### src/rtl/la_axis_capture_pkg.sv
`default_nettype none
// ============================================================================
//  Module   : la_axis_capture_pkg
//  Purpose  : Shared record layout constants and helpers for the logic-analyzer
//             capture front end.
//  Revision : 1.0 - initial release
// ============================================================================
package la_axis_capture_pkg;

    // Record layout: {delta[7:0], probe[PROBE_WIDTH-1:0]}
    localparam int          PROBE_WIDTH  = 24;
    localparam int          DELTA_WIDTH  = 8;
    localparam int          DELTA_OFFSET = PROBE_WIDTH;

    // Sideband value presented on tuser for every LA word
    localparam logic [1:0]  TUSER_LA     = 2'b00;

    // Elapsed-cycle delta saturates here instead of wrapping
    localparam logic [DELTA_WIDTH-1:0] DELTA_MAX = 8'hFF;

    // Saturating increment for the delta counter
    function automatic logic [DELTA_WIDTH-1:0] delta_sat_inc(input logic [DELTA_WIDTH-1:0] d);
        return (d == DELTA_MAX) ? d : d + 8'd1;
    endfunction

endpackage : la_axis_capture_pkg
`default_nettype wire

### src/rtl/la_rec_fifo.sv
`default_nettype none
// ============================================================================
//  Module   : la_rec_fifo
//  Purpose  : Small register FIFO for capture records. Pointers carry one
//             extra MSB so level spans 0..pDEPTH. A push into a full FIFO is
//             accepted only if a pop happens in the same cycle.
//  Revision : 1.0 - initial release
// ============================================================================
module la_rec_fifo #(
    parameter int pWIDTH = 32,
    parameter int pDEPTH = 8
) (
    input  logic                        clk,
    input  logic                        rst,
    input  logic                        push_i,
    input  logic [pWIDTH-1:0]           data_i,
    input  logic                        pop_i,
    output logic [pWIDTH-1:0]           data_o,
    output logic [$clog2(pDEPTH):0]     level_o,
    output logic [$clog2(pDEPTH):0]     level_next_o,
    output logic                        full_o,
    output logic                        empty_o
);

    localparam int                ADDR_W     = $clog2(pDEPTH);
    localparam logic [ADDR_W:0]   FULL_LEVEL = (ADDR_W+1)'(pDEPTH);

    logic [pWIDTH-1:0]  mem_q [pDEPTH];
    logic [ADDR_W:0]    wptr_q;
    logic [ADDR_W:0]    rptr_q;

    logic               w_push_ok;
    logic               w_pop_ok;
    logic [ADDR_W:0]    w_level;

    assign w_level      = wptr_q - rptr_q;
    assign empty_o      = (w_level == '0);
    assign full_o       = (w_level == FULL_LEVEL);
    assign w_pop_ok     = pop_i & ~empty_o;
    // A pop frees the slot being written, so full+pop still accepts the push
    assign w_push_ok    = push_i & (~full_o | w_pop_ok);
    assign level_o      = w_level;
    assign level_next_o = w_level + {{ADDR_W{1'b0}}, w_push_ok} - {{ADDR_W{1'b0}}, w_pop_ok};
    // Head word is a direct read so it stays stable until popped
    assign data_o       = mem_q[rptr_q[ADDR_W-1:0]];

    // Storage array; cleared on reset so the head reads zero when empty
    always_ff @(posedge clk or posedge rst) begin
        if (rst) begin
            for (int i = 0; i < pDEPTH; i++) begin
                mem_q[i] <= '0;
            end
        end else if (w_push_ok) begin
            mem_q[wptr_q[ADDR_W-1:0]] <= data_i;
        end
    end

    // Read and write pointers
    always_ff @(posedge clk or posedge rst) begin
        if (rst) begin
            wptr_q <= '0;
            rptr_q <= '0;
        end else begin
            if (w_push_ok) wptr_q <= wptr_q + 1'b1;
            if (w_pop_ok)  rptr_q <= rptr_q + 1'b1;
        end
    end

endmodule : la_rec_fifo
`default_nettype wire

### src/rtl/la_axis_capture.sv
`default_nettype none
// ============================================================================
//  Module   : la_axis_capture
//  Purpose  : Logic-analyzer capture front end. Records probe-bus changes
//             tagged with an 8-bit elapsed-cycle delta, buffers them and
//             emits them as a framed AXI-Stream toward the switch. Raises a
//             high-priority request when the buffer fills past a threshold.
//  Revision : 1.0 - initial release
// ============================================================================
module la_axis_capture
    import la_axis_capture_pkg::*;
#(
    parameter int pDATA_WIDTH  = 32,
    parameter int pPROBE_WIDTH = PROBE_WIDTH,
    parameter int pFIFO_DEPTH  = 8,
    parameter int pFRAME_LEN   = 16,
    parameter int pHPRI_TH     = 6
) (
    input  logic                      axis_clk,
    input  logic                      axis_rst,
    input  logic                      la_en,
    input  logic [pPROBE_WIDTH-1:0]   la_probe,
    output logic [pDATA_WIDTH-1:0]    la_as_tdata,
    output logic [pDATA_WIDTH/8-1:0]  la_as_tstrb,
    output logic [pDATA_WIDTH/8-1:0]  la_as_tkeep,
    output logic                      la_as_tlast,
    output logic                      la_as_tvalid,
    output logic [1:0]                la_as_tuser,
    output logic                      la_hpri_req,
    input  logic                      as_la_tready,
    output logic                      la_ovf,
    output logic [7:0]                la_drop_cnt
);

    localparam int                LVL_W   = $clog2(pFIFO_DEPTH) + 1;
    localparam int                FCNT_W  = (pFRAME_LEN > 1) ? $clog2(pFRAME_LEN) : 1;
    localparam logic [FCNT_W-1:0] FCNT_LAST = FCNT_W'(pFRAME_LEN - 1);
    localparam logic [LVL_W-1:0]  HPRI_LVL  = LVL_W'(pHPRI_TH);
    localparam logic [LVL_W-1:0]  LVL_ONE   = LVL_W'(1);

    // Registered state
    logic                      armed_q,     armed_d;
    logic [pPROBE_WIDTH-1:0]   prev_probe_q;
    logic [DELTA_WIDTH-1:0]    delta_q,     delta_d;
    logic [FCNT_W-1:0]         frame_cnt_q, frame_cnt_d;
    logic                      ovf_q,       ovf_d;
    logic [7:0]                drop_cnt_q,  drop_cnt_d;
    logic                      hpri_q,      hpri_d;

    // Combinational
    logic                      w_en_rise;
    logic                      w_push;
    logic                      w_pop;
    logic                      w_drop;
    logic                      w_tlast;
    logic [DELTA_WIDTH-1:0]    w_rec_delta;
    logic [pDATA_WIDTH-1:0]    w_rec;
    logic [pDATA_WIDTH-1:0]    w_head;
    logic [LVL_W-1:0]          w_level;
    logic [LVL_W-1:0]          w_level_next;
    logic                      w_full;
    logic                      w_empty;

    // The first enabled cycle always records, even without a probe change,
    // so the host gets an absolute reference value for the trace.
    assign w_en_rise   = la_en & ~armed_q;
    assign w_push      = w_en_rise | (la_en & armed_q & (la_probe != prev_probe_q));
    // Delta reports cycles elapsed since the previous record, hence +1
    assign w_rec_delta = w_en_rise ? '0 : delta_sat_inc(delta_q);
    assign w_pop       = la_as_tvalid & as_la_tready;
    assign w_drop      = w_push & w_full & ~w_pop;

    // Disabling capture closes the frame on the last buffered word
    assign w_tlast = la_as_tvalid &
                     ((frame_cnt_q == FCNT_LAST) | (~la_en & (w_level == LVL_ONE)));

    // Assemble the record word
    always_comb begin
        w_rec = '0;
        w_rec[pPROBE_WIDTH-1:0]              = la_probe;
        w_rec[DELTA_OFFSET +: DELTA_WIDTH]   = w_rec_delta;
    end

    la_rec_fifo #(
        .pWIDTH (pDATA_WIDTH),
        .pDEPTH (pFIFO_DEPTH)
    ) u_fifo (
        .clk          (axis_clk),
        .rst          (axis_rst),
        .push_i       (w_push),
        .data_i       (w_rec),
        .pop_i        (w_pop),
        .data_o       (w_head),
        .level_o      (w_level),
        .level_next_o (w_level_next),
        .full_o       (w_full),
        .empty_o      (w_empty)
    );

    // Next-state logic for capture, delta, framing, overflow and priority
    always_comb begin
        armed_d     = la_en;
        delta_d     = delta_q;
        frame_cnt_d = frame_cnt_q;
        ovf_d       = ovf_q;
        drop_cnt_d  = drop_cnt_q;
        hpri_d      = (w_level_next >= HPRI_LVL);

        if (!la_en) begin
            delta_d = '0;
        end else if (w_push) begin
            delta_d = '0;
        end else begin
            delta_d = delta_sat_inc(delta_q);
        end

        if (w_pop) begin
            frame_cnt_d = w_tlast ? '0 : frame_cnt_q + 1'b1;
        end

        // A new enable starts a fresh overflow window
        if (w_en_rise) begin
            ovf_d      = w_drop;
            drop_cnt_d = {7'd0, w_drop};
        end else if (w_drop) begin
            ovf_d      = 1'b1;
            drop_cnt_d = (drop_cnt_q == 8'hFF) ? drop_cnt_q : drop_cnt_q + 8'd1;
        end
    end

    // State registers
    always_ff @(posedge axis_clk or posedge axis_rst) begin
        if (axis_rst) begin
            armed_q      <= 1'b0;
            prev_probe_q <= '0;
            delta_q      <= '0;
            frame_cnt_q  <= '0;
            ovf_q        <= 1'b0;
            drop_cnt_q   <= '0;
            hpri_q       <= 1'b0;
        end else begin
            armed_q      <= armed_d;
            prev_probe_q <= la_probe;
            delta_q      <= delta_d;
            frame_cnt_q  <= frame_cnt_d;
            ovf_q        <= ovf_d;
            drop_cnt_q   <= drop_cnt_d;
            hpri_q       <= hpri_d;
        end
    end

    assign la_as_tdata  = w_head;
    assign la_as_tvalid = ~w_empty;
    assign la_as_tlast  = w_tlast;
    assign la_as_tstrb  = '1;
    assign la_as_tkeep  = '1;
    assign la_as_tuser  = TUSER_LA;
    assign la_hpri_req  = hpri_q;
    assign la_ovf       = ovf_q;
    assign la_drop_cnt  = drop_cnt_q;

endmodule : la_axis_capture
`default_nettype wire

### config.mk
export PLATFORM = sky130hd
export DESIGN_NAME = la_axis_capture
export DESIGN_NICKNAME = d
export VERILOG_FILES = /design/src/rtl/la_axis_capture_pkg.sv /design/src/rtl/la_rec_fifo.sv /design/src/rtl/la_axis_capture.sv
export SDC_FILE = /design/constraint.sdc
export NUM_CORES = 1
export LEC_CHECK = 0
export BUFFER_PORTS_ARGS = -buffer_cell sky130_fd_sc_hd__buf_2
export CAP_MARGIN = 10
export CORE_UTILIZATION = 52
export DETAILED_ROUTE_END_ITERATION = 8
export GPL_TIMING_DRIVEN = 0
export PLACE_DENSITY_LB_ADDON = 0.1
export SLEW_MARGIN = 10
export SYNTH_ARGS = -nofsm -noshare
export SYNTH_HDL_FRONTEND = slang
export SYNTH_SLANG_ARGS = --single-unit
### constraint.sdc
create_clock -name axis_clk -period 16.3 [get_ports axis_clk]
set_input_delay 3.26 -clock axis_clk [delete_from_list [all_inputs] [get_ports axis_clk]]
set_output_delay 3.26 -clock axis_clk [all_outputs]
set_load 0.05 [all_outputs]
==> results.ini, run 1 <==
[global_route]
gr-usage-all-layers=0.240
grt_first_pass_wirelength_mm=52.6
grt_max_degree=103
grt_pass1_vias=8951
antenna_found_initial=0
grt-ovfl-total=0

[clock_network]
cts.path.max_buffers=3
cts_hold_buf=0
clkLatencyLatePin_ns=0.51
post_cts.repair.setup_buffers=0
cts_resized=0
clkSlewWorstSetupHoldPaths_ns=0.06
cts_tree=built
htree_levels=2
cts_inserted_buffers=35
cts_root_buffer=clkbuf_16
clock-sinks=311

[power_and_ir_drop]
power.internal_mw=2.29
switching_share=0.363
power.density_nw_per_um2=211
p_sw_mw=1.30
p_comb_frac=0.437
p_leak_nw=7.85
peakVddDrop_mv=0.154
power_frac_seq=0.335
clock_power_share=0.228

[yosys]
ys.flop_type=dfrtp_1
seq_area_frac_synth=0.524
synth-async-reset-ratio=1.00
syn_avg_cell_area_um2=14.5
syn-cell-area_um2=14900
ys_ff_latch=311
synth-edff-count=0
synth_warnings=0
syn_inst=1027
ys_types=51

[placed_design]
placed_area_um2=15800
dp_hpwl_mm=21.6
io_buffers=71
gp_congestion=0.776
dp_slack_ns=8.44

[cells_and_area]
num_antenna_cells=0
final_util=0.609
design_area_um2=17000
area_growth_syn_to_layout_pct=14.5
drive_gt1_frac=0.452
final_nets=1190

[run_status]
status=finished, final reports clean

[worst_setup_path]
cpPeakStageDelay_ns=0.68
crit_required_ns=13.04
r2r_slack_ns=11.02
crit_fanout=10
end_kind=primary output
worstPathArrival_ns=4.75
cpMaxStageDelayCell=buf_1
cp_cell_sequence=buf_1 -> buf_1 -> inv_1 -> ha_1 -> a21o_1 -> a21o_1 -> xnor2_1 -> inv_1 -> ha_1 -> nor4b_1 -> a31o_2 -> and2_1 -> buf_2
cp-start-kind=flip-flop
critPathKind=reg2out

[floorplanning]
die_w_um=171
io_pins=82
die_h_um=171
fp.dieArea_um2=29300
start_util=0.532
rows=61
core_area_um2=27900

[timing]
fin_crit_sh=0.492
setup_violations=0
slew_headroom=0.315
hold_viol=0
whs_ns=0.486
rsz0062_at_grt=false
tightest_slew_ns=1.03
worst_slack_ns=8.29
slew_viol_final=0
clock_skew_ns=0.0177
setup_tns_ns=0
fmax_mhz=125
finalCriticalPeriod_ns=8.01

[min_path]
hp-class=reg2reg

[detailed_routing]
dr.pass1.iters=4
ant_nets=0
drcViolationCount=0
finalWirelength_mm=32.8
vias=8620
dr.first_iter.drc_count=505
via_per_inst=5.56
wl_per_cell_um=21.2

[flow_run]
cap_violations=0

-- power by group through the flow --
| stage | Combinational, mW | Sequential (mW) | Clock (mW) |
|---|---|---|---|
| 2_1_floorplan | 1.27 | 1.17 | 0 |
| 4_1_cts | 1.59 | 1.20 | 0.838 |
| 6_report | 1.57 | 1.20 | 0.820 |
| 3_3_place_gp | 1.55 | 1.20 | 0 |
| 5_1_grt | 1.70 | 1.23 | 0.864 |
| 3_5_place_dp | 1.58 | 1.21 | 0 |
-- sequential cells by signal, indices dropped and copies added, names as in the netlist --
signal / cells
la_drop_cnt: 8
la_ovf: 1
u_fifo.wptr_q: 4
delta_q: 8
prev_probe_q: 24
frame_cnt_q: 4
u_fifo.rptr_q: 4
la_hpri_req: 1
armed_q: 1
u_fifo.mem_q: 256
-- synthesized netlist by cell type (all sizes together) (3+ instances only) --
library cell | n | share of area
xor2 | 7 | 0.0041
mux4 | 64 | 0.097
dfrtp | 311 | 0.52
nor3 | 4 | 0.0013
nor2 | 28 | 0.0072
buf | 75 | 0.036
clkbuf | 11 | 0.0028
nor4b | 3 | 0.0028
ha | 14 | 0.012
or4 | 4 | 0.0020
o21ai | 6 | 0.0020
a21oi | 6 | 0.0020
nand2 | 115 | 0.029
nand2b | 3 | 0.0013
xnor2 | 31 | 0.018
nor4 | 3 | 0.0021
and2 | 3 | 0.0013
a21o | 4 | 0.0020
nand3 | 17 | 0.0057
nand4 | 17 | 0.0072
inv | 11 | 0.0028
mux2 | 259 | 0.22
and4 | 3 | 0.0019
-- cells in the final DEF, fill, tap and decap left out, drive strengths merged, types with 11 or more instances in the layout --
cell    count
buf       149
ha         14
mux2      259
nand3      17
mux4       64
nand2     115
nor2       28
inv        11
nand4      17
xnor2      31
clkbuf     61
dfrtp     311
-- critical path, delay by kind of cell, from the launching register on --
kind                     cells  cell delay (ns)
buffers and inverters        5             1.84
AND/OR/NAND/NOR              2             0.70
AO/OA/AOI/OAI                3             0.59
adder cells (fa/ha/maj)      2             0.50
flip-flops                   1             0.47
XOR/XNOR                     1             0.14
-- path summary, 6_finish.rpt --
kind,from,endpoint,cells after the start
setup / recovery,u_fifo.rptr_q[1],la_as_tlast,13
hold / removal,frame_cnt_q[3],frame_cnt_q[3],1
setup reg to reg,u_fifo.rptr_q[1],u_fifo.mem_q[132],15
hold reg to reg,frame_cnt_q[3],frame_cnt_q[3],1
max in group asynchronous,axis_rst,u_fifo.mem_q[113],5
min in group asynchronous,axis_rst,frame_cnt_q[1],2
-- through the flow --
step                instances  power (mW)
floorplan                1035        2.44
global placement         1484        2.76
detailed placement       1487        2.79
CTS                      1549        3.62
global route             1549        3.80
finish                   1549        3.59
-- cells by family after synthesis --
logic type | Yosys count | synth area share
buffers and inverters | 97 | 0.0418
XOR/XNOR | 38 | 0.0224
AO/OA/AOI/OAI | 28 | 0.0125
multiplexers | 325 | 0.317
AND/OR/NAND/NOR | 210 | 0.0675
other | 2 | 0.000505
adder cells (fa/ha/maj) | 16 | 0.0145
flip-flops | 311 | 0.524
-- cell type report --
| class | instances | area [um^2] |
|---|---|---|
| plain buffers | 86 | 579 |
| repair buffers | 74 | 438 |
| multi-input cells | 627 | 6490 |
| well taps | 378 | 473 |
| fillers | 2271 | 10900 |
| flip-flops and latches | 311 | 7780 |
| inverters | 11 | 48.8 |
| clock buffers | 50 | 1030 |
| clock inverters | 12 | 168 |
-- layer usage --
layer	up-vias	track usage	share of wire
met2	140	0.374	0.47
li1	3884	-	-
met3	49	0.0301	0.037
met1	4547	0.356	0.48
met5	-	0	0
met4	0	0.0633	0.019
Note: power is estimated with default switching activity, not from simulation.
==> run 2: changes to the inputs <==
==> constraint.sdc (replaced) <==
create_clock -name axis_clk -period 7.8 [get_ports axis_clk]
set_input_delay 1.56 -clock axis_clk [delete_from_list [all_inputs] [get_ports axis_clk]]
set_output_delay 1.56 -clock axis_clk [all_outputs]
set_load 0.05 [all_outputs]
==> run 2 against run 1 <==
Against the previous run: count of clock-buffer cells in the layout up 4; first-iteration DRC count up 12%; sequential share of layout area about the same; global-route usage down 0.32 points; routed wire length down 1.1%; largest power group unchanged; cell count up 0.39%; utilization about the same; die area unchanged.
==> results.ini, run 2 (synthesis results as in run 1) <==
[cells_and_area]
fill_cells=2252
final_common_cell=dfrtp_1
final_nets=1196
final_util=0.609
top_regs=u_fifo.mem_q: 256 flops, prev_probe_q: 24 flops
regMostFlops=u_fifo.mem_q
drive_gt1_frac=0.450
final_cell_mix=dfrtp_1, mux2_2, nand2_1, buf_2, mux2_4
fin_cells=1555
num_antenna_cells=0
area_growth_syn_to_layout_pct=14.5
largest_register_ff_count=256

[clock_network]
cts_hold_buf=0
cts_tree=built
cts_resized=0
cts_root_buffer=clkbuf_16
clock-sinks=311
cts.path.max_buffers=3
post_cts.repair.setup_buffers=0
clkLatencyLatePin_ns=0.51
htree_levels=2
clkSlewWorstSetupHoldPaths_ns=0.06
cts_inserted_buffers=35

[worst_setup_path]
crit_fanout=10
cp_cell_sequence=buf_1 -> buf_1 -> inv_1 -> ha_1 -> a21o_1 -> a21o_1 -> xnor2_1 -> inv_1 -> ha_1 -> nor4b_1 -> a31o_2 -> and2_1 -> buf_2
critPathKind=reg2out
crit_required_ns=6.24
worstPathArrival_ns=4.61
crit_buf_inv=5
cp-start-kind=flip-flop
cpMaxStageDelayCell=buf_1
cpPeakStageDelay_ns=0.67
end_kind=primary output
crit_family=buffers and inverters

[floorplanning]
die_h_um=171
core_area_um2=27900
start_util=0.532
fp.dieArea_um2=29300
die_w_um=171
io_pins=82
rows=61

[detailed_routing]
dr.first_iter.drc_count=567
dr.pass1.iters=4
wl_per_cell_um=20.9
via_per_inst=5.49
finalWirelength_mm=32.5
drcViolationCount=0
ant_nets=0
vias=8540

[placed_design]
dp_hpwl_mm=22.0
dp_slack_ns=2.13
dp.cells=1493
gp_congestion=0.778
io_buffers=71

[timing]
worst_slack_ns=1.63
fin_crit_sh=0.791
clock_skew_ns=0.00955
hold_viol=0
rsz0062_at_grt=false
setup_tns_ns=0
slew_headroom=0.337
whs_ns=0.485
setup_violations=0
slew_viol_final=0
fmax_mhz=162
tightest_slew_ns=0.994
finalCriticalPeriod_ns=6.17

[global_route]
gr-usage-all-layers=0.237
grt_pass1_vias=8780
grt_max_degree=38
antenna_found_initial=0
grt-ovfl-total=0
grt_first_pass_wirelength_mm=51.8

[power_and_ir_drop]
power.density_nw_per_um2=433
p_leak_nw=7.85
peakVddDrop_mv=0.310

[min_path]
hp-class=reg2reg

[flow_run]
cap_violations=0

[run_status]
status=finished, final reports clean

## run 2: cell types whose count changed in the layout (fill, tap and decap cells not counted), sizes merged
cell | before | now
clkinvlp | 3 | 2
clkbuf | 61 | 65
clkinv | 5 | 6
buf | 149 | 155
bufinv | 4 | 1
inv | 11 | 10
## run 2: cell type report
| class | instances | area, um^2 | share of cell area |
|---|---|---|---|
| buffer | 86 | 579 | 0.0341 |
| clock buffer | 54 | 1040 | 0.0611 |
| clock inverter | 8 | 67.6 | 0.00397 |
| inverter | 11 | 45.0 | 0.00265 |
| multi-input combinational | 627 | 6490 | 0.381 |
| sequential | 311 | 7780 | 0.458 |
| tap | 378 | 473 | 0.0278 |
| timing repair buffer | 80 | 536 | 0.0315 |
## run 2: metrics by stage
stage	instance area (um^2)	total power, mW
2_1_floorplan	14900	5.10
3_3_place_gp	15700	5.76
3_5_place_dp	15900	5.83
4_1_cts	17000	7.44
5_1_grt	17000	7.79
6_report	17000	7.37
## run 2: where the power goes
| part | leakage, nW | total, mW | internal (mW) | switching [mW] |
|---|---|---|---|---|
| Combinational | 3.44 | 3.27 | 1.54 | 1.74 |
| Sequential | 3.86 | 2.51 | 2.20 | 0.315 |
| Clock | 0.544 | 1.59 | 0.950 | 0.636 |
| Total | 7.85 | 7.37 | 4.68 | 2.69 |
## run 2: worst paths after layout
check	end	cells after the start	slack [ns]	from
worst min register to register	frame_cnt_q[3]	1	0.48	frame_cnt_q[3]
worst min-delay path	frame_cnt_q[3]	1	0.48	frame_cnt_q[3]
worst max-delay path	la_as_tlast	13	1.63	u_fifo.rptr_q[1]
max in group asynchronous	u_fifo.mem_q[75]	5	5.58	axis_rst
worst max register to register	u_fifo.mem_q[130]	15	2.52	u_fifo.rptr_q[1]
min in group asynchronous	frame_cnt_q[3]	2	1.13	axis_rst
## run 2: metal layers
metal | up-vias | GRT usage | part of all wire
li1 | 3896 | - | -
met1 | 4463 | 0.353 | 0.47
met2 | 139 | 0.363 | 0.47
met3 | 42 | 0.0354 | 0.035
met4 | 0 | 0.0621 | 0.021
met5 | - | 0 | 0
